--- config.mk ---
export PLATFORM = sky130hd
export DESIGN_NAME = core_if
export DESIGN_NICKNAME = d
export VERILOG_FILES = /design/src/rtl/core_if_pkg.sv /design/src/rtl/core_if_fifo.sv /design/src/rtl/core_if.sv
export SDC_FILE = /design/constraint.sdc
export NUM_CORES = 1
export LEC_CHECK = 0
export BUFFER_PORTS_ARGS = -buffer_cell sky130_fd_sc_hd__buf_4
export CAP_MARGIN = 20
export CORE_MARGIN = 8
export CORE_UTILIZATION = 30
export DETAILED_ROUTE_END_ITERATION = 8
export PLACE_DENSITY_LB_ADDON = 0.25
export SETUP_SLACK_MARGIN = 0.1
export SLEW_MARGIN = 0
export SYNTH_ARGS = -nofsm -noshare
export SYNTH_HDL_FRONTEND = slang
export SYNTH_SLANG_ARGS = --single-unit
--- constraint.sdc ---
create_clock -name clk -period 6.1 [get_ports clk]
set_input_delay 0.305 -clock clk [delete_from_list [all_inputs] [get_ports clk]]
set_output_delay 0.305 -clock clk [all_outputs]
set_load 0.02 [all_outputs]
--- src/rtl/core_if_pkg.sv ---
// rtl/core_if_pkg.sv - shared IF-stage types and constants
// Address/instruction types, bubble encoding and fetch FSM states.
package core_if_pkg;

   typedef logic [31:0] addr_t;
   typedef logic [31:0] instr_t;

   localparam logic [5:0]  OPCODE_NOP    = 6'h13;
   localparam logic [25:0] IF_BUBBLE_TAG = 26'(2);
   localparam instr_t      IF_BUBBLE     = {OPCODE_NOP, IF_BUBBLE_TAG};

   typedef enum logic [1:0] {
      IDLE,
      REQ,
      DISCARD
   } if_state_t;

   typedef struct packed {
      addr_t  pc;
      instr_t instr;
   } if_entry_t;

endpackage

--- src/rtl/core_if_fifo.sv ---
// rtl/core_if_fifo.sv - {pc,instr} prefetch queue with push/pop/clear
// Clear wins over push/pop; push and pop together on a full queue keep the count.
module core_if_fifo
   import core_if_pkg::*;
#(
   parameter int DEPTH = 2
) (
   input  logic                       clk,
   input  logic                       rst,
   input  logic                       i_push,
   input  if_entry_t                  i_push_data,
   input  logic                       i_pop,
   input  logic                       i_clear,
   output if_entry_t                  o_head,
   output logic [$clog2(DEPTH):0]     o_count,
   output logic                       o_empty
);

   localparam int PW = (DEPTH > 1) ? $clog2(DEPTH) : 1;
   localparam int CW = $clog2(DEPTH) + 1;

   if_entry_t     r_mem [DEPTH];
   logic [PW-1:0] r_wptr;
   logic [PW-1:0] r_rptr;
   logic [CW-1:0] r_count;

   function automatic logic [PW-1:0] ptr_inc(input logic [PW-1:0] p);
      return (p == PW'(DEPTH - 1)) ? '0 : p + PW'(1);
   endfunction

   always_ff @(posedge clk or negedge rst) begin
      if (!rst) begin
         r_wptr  <= '0;
         r_rptr  <= '0;
         r_count <= '0;
      end else if (i_clear) begin
         r_wptr  <= '0;
         r_rptr  <= '0;
         r_count <= '0;
      end else begin
         if (i_push) r_wptr <= ptr_inc(r_wptr);
         if (i_pop)  r_rptr <= ptr_inc(r_rptr);
         if (i_push && !i_pop)
            r_count <= r_count + CW'(1);
         else if (i_pop && !i_push)
            r_count <= r_count - CW'(1);
      end
   end

   always_ff @(posedge clk) begin
      if (i_push && !i_clear)
         r_mem[r_wptr] <= i_push_data;
   end

   assign o_head  = r_mem[r_rptr];
   assign o_count = r_count;
   assign o_empty = (r_count == '0);

endmodule

--- src/rtl/core_if.sv ---
// rtl/core_if.sv - i2d instruction-fetch stage (IF->ID producer)
// I2D_IF_PREFETCH_EN selects a PF_DEPTH-entry prefetch queue; otherwise one holding register.
module core_if
   import core_if_pkg::*;
#(
   parameter addr_t RESET_VECTOR = 32'h0000_0000,
   parameter int    PF_DEPTH     = 2
) (
   input  logic        clk,
   input  logic        rst,
   output logic        imem_req,
   output logic [31:0] imem_addr,
   input  logic        imem_ack,
   input  logic [31:0] imem_rdata,
   input  logic        id_halt,
   input  logic        flush,
   input  logic [31:0] redirect_pc,
   output logic [31:0] if_pc,
   output logic [31:0] if_instr,
   output logic        if_bubble
);

`ifdef I2D_IF_PREFETCH_EN
   localparam int QD = PF_DEPTH;
`else
   // single holding register; PF_DEPTH has no effect
   localparam int QD = 1 + 0 * PF_DEPTH;
`endif
   localparam int CW = $clog2(QD) + 1;

   if_state_t     r_state;
   if_state_t     w_state_nxt;
   addr_t         r_fetch_pc;
   addr_t         w_fetch_pc_nxt;
   addr_t         r_addr;
   logic          w_push;
   logic          w_pop;
   logic          w_empty;
   logic          w_slot;
   logic [CW-1:0] w_count;
   logic [CW:0]   w_count_nxt;
   if_entry_t     w_head;
   if_entry_t     w_push_data;

   assign w_pop       = !id_halt && !flush && !w_empty;
   assign w_push      = (r_state == REQ) && imem_ack && !flush;
   assign w_push_data = '{pc: r_fetch_pc, instr: imem_rdata};

   // occupancy after this edge; a slot must exist before a new request is issued
   assign w_count_nxt = {1'b0, w_count} + (CW+1)'(w_push) - (CW+1)'(w_pop);
   assign w_slot      = (w_count_nxt < (CW+1)'(QD));

   always_comb begin
      w_state_nxt    = r_state;
      w_fetch_pc_nxt = r_fetch_pc;
      case (r_state)
         IDLE:    if (w_slot) w_state_nxt = REQ;
         REQ: begin
            if (imem_ack) begin
               w_fetch_pc_nxt = r_fetch_pc + 32'd4;
               if (!w_slot) w_state_nxt = IDLE;
            end
         end
         DISCARD: if (imem_ack) w_state_nxt = REQ;
         default: w_state_nxt = IDLE;
      endcase
      // an unretired request must still complete, so it is drained in DISCARD
      if (flush) begin
         w_fetch_pc_nxt = redirect_pc & 32'hFFFF_FFFC;
         w_state_nxt    = (imem_req && !imem_ack) ? DISCARD : REQ;
      end
   end

   always_ff @(posedge clk or negedge rst) begin
      if (!rst) begin
         r_state    <= IDLE;
         r_fetch_pc <= RESET_VECTOR;
         r_addr     <= RESET_VECTOR;
      end else begin
         r_state    <= w_state_nxt;
         r_fetch_pc <= w_fetch_pc_nxt;
         if (w_state_nxt != DISCARD)
            r_addr <= w_fetch_pc_nxt;
      end
   end

   assign imem_req  = (r_state != IDLE);
   assign imem_addr = r_addr;

   core_if_fifo #(
      .DEPTH (QD)
   ) u_fifo (
      .clk         (clk),
      .rst         (rst),
      .i_push      (w_push),
      .i_push_data (w_push_data),
      .i_pop       (w_pop),
      .i_clear     (flush),
      .o_head      (w_head),
      .o_count     (w_count),
      .o_empty     (w_empty)
   );

   assign if_bubble = w_empty;
   assign if_pc     = w_empty ? r_fetch_pc : w_head.pc;
   assign if_instr  = w_empty ? IF_BUBBLE  : w_head.instr;

endmodule

==> summary.md <==
| Metric | Value |
|---|---|
| Outcome | `complete, no violations` |
| Sequential power share | `41.4%` |
| Cell repeated most along the worst path | `nor2_1` |
| Hold Buf Count CTS | `0` |
| Met2 usage | `21.2%` |
| Grt ovf | `0` |
| Max Fclk | `approximately 340 MHz` |
| Worst Path Arrival | `3.20 ns` |
| Grt met3 use | `4.25%` |
| Yosys reg bits | `131` |
| TritonCTS clock tree | `built` |
| YS warnings | `0` |
| Initial DRC Count | `323` |
| Reg2Reg Depth | `8` |
| Clock Tree Buf Depth | `2` |
| Die extent in x | `158 um` |
| Routed Antenna Nets | `0` |
| Count leader, synth | `dfrtp_1` |
| Crit-path max FO | `44` |
| Avg WL per Cell | `18.4 um` |
| Post-layout instance area | `between 8000 and 9000 um2` |
| Yosys top cell area share | `32.0%` |
| Max incr delay on CP | `0.61 ns` |
| Worst hold slack | `about 0.013 ns` |
| Family with the most delay on the worst path | `buffers and inverters` |
| RD Place Congestion | `0.807` |
| Synth Area per Inst | `12.7 um2` |
| Clock share of power | `35.5%` |
| Setup TNS | `0 ns` |
| Post-synth top flop | `dfrtp_1` |
| Synthesized netlist net count | `about 550` |
| Clk_skew | `between 0.01 and 0.015 ns` |
| GRT Util Overall | `13.7%` |
| Sequential-to-total area share from yosys stat | `59.9%` |
| Synth cell types | `47` |
| Cell Pwr Density | `331 nW/um2` |
| Vias/cell | `4.71` |
| # rows | `51` |
| Worst vdd ir | `158 uV` |
| Root buffer cell | `clkbuf_16` |
| Port Buffers | `164` |
| Share of layout cells above drive strength 1 | `40.9%` |
| Number of synthesized flops with an enable pin | `64` |
| Reg-to-reg endpoint | `u_fifo.o_count` |
| Largest net degree at the start of global routing | `~70` |
| Clk_lat worst skew | `0.42 ns` |
| Crit-path cells | `nand3b_2 -> nand2b_1 -> inv_2 -> buf_4 -> ha_1 -> nor2_1 -> xnor2_1 -> nor2_1` |
| Place WS | `3.12 ns` |
| Final Worst Setup Slack | `3.18 ns` |
| Final cycle utilization of the critical path | `47.9%` |
| Starting Density | `a little under a third` |
| Number of CTS-inserted buffers | `17` |
| CTS resizes | `0` |
| R2R setup slack | `3.18 ns` |
| Worst endpoint required time | `approximately 6.4 ns` |
| Final nets | `712` |
| Logic pwr share | `23.0%` |
| Max Cap Violations | `0` |
| Largest cells by area after synthesis | `edfxtp_1 (32%), dfrtp_1 (28%), mux2_2 (9.2%), and2_1 (2.9%), nand2_1 (2.9%)` |
| Area Overhead vs Synth | `34.2%` |
| Synth top cells by count | `dfrtp_1 (67), edfxtp_1 (64), mux2_2 (49)` |
| Post-Synthesis Cell Area | `roughly 6000 um2` |
| First-pass GRT wire length | `25400 um` |
| WS Path Type | `reg2reg` |
| GR peak layer | `met2` |
| Final Max Slew Viols | `0` |
| Die Y | `between 150 and 200 um` |
| Routed Wire Length | `16800 um` |
| Final min period | `2.92 ns` |
| CP Capture Type | `register` |
| Htree depth | `4` |
| Endpoints failing setup | `0` |
| Hold crit path type | `in2async` |
| Hold violation count in the final report | `0` |
| Met1 Usage GRT | `between 10% and 20%` |
| Post-CTS setup buffer count | `0` |
| Worst R2R Start | `r_state[1]` |
| Core area | `19600 um2` |
| Max_slew headroom | `a little under two fifths` |
| Net Sw Power | `800 uW` |
| Detailed-route via count | `approximately 4300` |
| Antenna diodes | `0` |
| Top Ports | `between 150 and 200` |
| Leak Pwr | `3.37 nW` |
| Die Area | `24800 um2` |
| Post-Layout Cell Count | `just over 900` |
| Switching share of power | `29.9%` |
| Worst slew pin tran | `0.925 ns` |
| Cells after synthesis | `roughly 470` |
| Cell internal pwr | `1.87 mW` |
| RSZ-0062 raised after global routing | `no` |
| Startpoint Class | `register` |
| DP Area | `around 7500 um2` |
| Ys async rst share | `51.1%` |
| Initial antenna violation count | `0` |
| Vias in the first global route | `4450` |
| Crit path buf inv count | `2` |
| DR pass1 iterations | `6` |
| Synth area leader | `edfxtp_1` |
| Critical path's slowest cell | `buf_4` |
| Post-DP HPWL | `roughly 12000 um` |
| Clock slew at reported path FFs | `0.06 ns` |
| Total clock sinks | `131` |
| DRC Markers | `0` |
| DP Cell Count | `between 800 and 900` |
[cell type report]
cell class / count / area, um2
inverters: 11 / 41.3
flip-flops and latches: 131 / 3600
repair buffers: 168 / 1260
clock inverters: 7 / 46.3
fillers: 1884 / 11500
clock buffers: 25 / 505
multi-input cells: 309 / 2280
well taps: 265 / 332
[cells by family after synthesis]
kind of cell	count (synthesis)	synth area share, %
buf+inv	34	2.29
fa+ha+maj	5	1.04
simple gates	176	17.8
mux	52	9.68
compound gates	51	5.69
xor+xnor	25	3.64
flops	131	59.9
[registers in the layout (all words and copies together), names as in the netlist]
register and count:
imem_addr 32, r_state 2, u_fifo.o_count 1, r_fetch_pc 32, u_fifo.r_mem 64
[placed cells by master, fill, tap and decap left out, types with 3 or more instances in the layout]
| cell | count |
|---|---|
| clkbuf_1 | 3 |
| ha_1 | 5 |
| a221o_1 | 3 |
| buf_4 | 168 |
| o31ai_1 | 3 |
| mux2_2 | 49 |
| nor3_1 | 10 |
| nor4_2 | 3 |
| edfxtp_1 | 64 |
| nand4_1 | 13 |
| clkbuf_8 | 5 |
| inv_1 | 9 |
| nor4_4 | 6 |
| o21ai_0 | 13 |
| dfrtp_1 | 66 |
| clkbuf_16 | 17 |
| and3_1 | 9 |
| nand2_1 | 46 |
| nand2b_1 | 5 |
| nand3_1 | 7 |
| mux2i_1 | 3 |
| and2_1 | 28 |
| nor2_1 | 32 |
| inv_4 | 3 |
| a21oi_1 | 13 |
| xor2_1 | 12 |
| xnor2_1 | 13 |
| o221ai_1 | 9 |
| a211oi_1 | 3 |
[worst max-delay path by stage]
stage | from | to | slack, ns | cells past startpoint
6_report | r_state[1] | u_fifo.o_count | 3.18 | 8
3_5_place_dp | r_state[1] | u_fifo.o_count | 3.12 | 8
3_3_place_gp | r_state[1] | u_fifo.o_count | 3.17 | 8
5_1_grt | r_state[1] | u_fifo.o_count | 2.93 | 8
2_1_floorplan | r_state[1] | u_fifo.o_count | 3.15 | 8
4_1_cts | r_state[1] | u_fifo.o_count | 3.11 | 8
[per-layer routing]
layer	wire length, um	share of wire (%)
met5	0	0
met4	281	1.7
met3	1320	7.8
met2	7620	45
met1	7620	45
[through the flow]
step                power [mW]  utilization (%)
floorplan                 1.46                -
global placement          1.74             38.3
detailed placement        1.75             38.3
CTS                       2.71             41.2
global route              2.80             41.2
finish                    2.67             41.2
[worst reg2reg max path, cell delays in order (launching register included)]
cell      delay [ns]
dfrtp_1         0.42
nand3b_2        0.48
nand2b_1        0.34
inv_2           0.42
buf_4           0.62
ha_1            0.26
nor2_1          0.05
xnor2_1         0.14
nor2_1          0.06
[power groups by stage]
stage | registers [mW] | logic (mW) | clock network (mW)
after floorplan | 1.15 | 0.312 | 0
after global placement | 1.12 | 0.622 | 0
after detailed placement | 1.12 | 0.627 | 0
after CTS | 1.11 | 0.629 | 0.977
after global routing | 1.12 | 0.664 | 1.01
final | 1.11 | 0.615 | 0.949
Note: power is estimated with default switching activity, not from simulation.
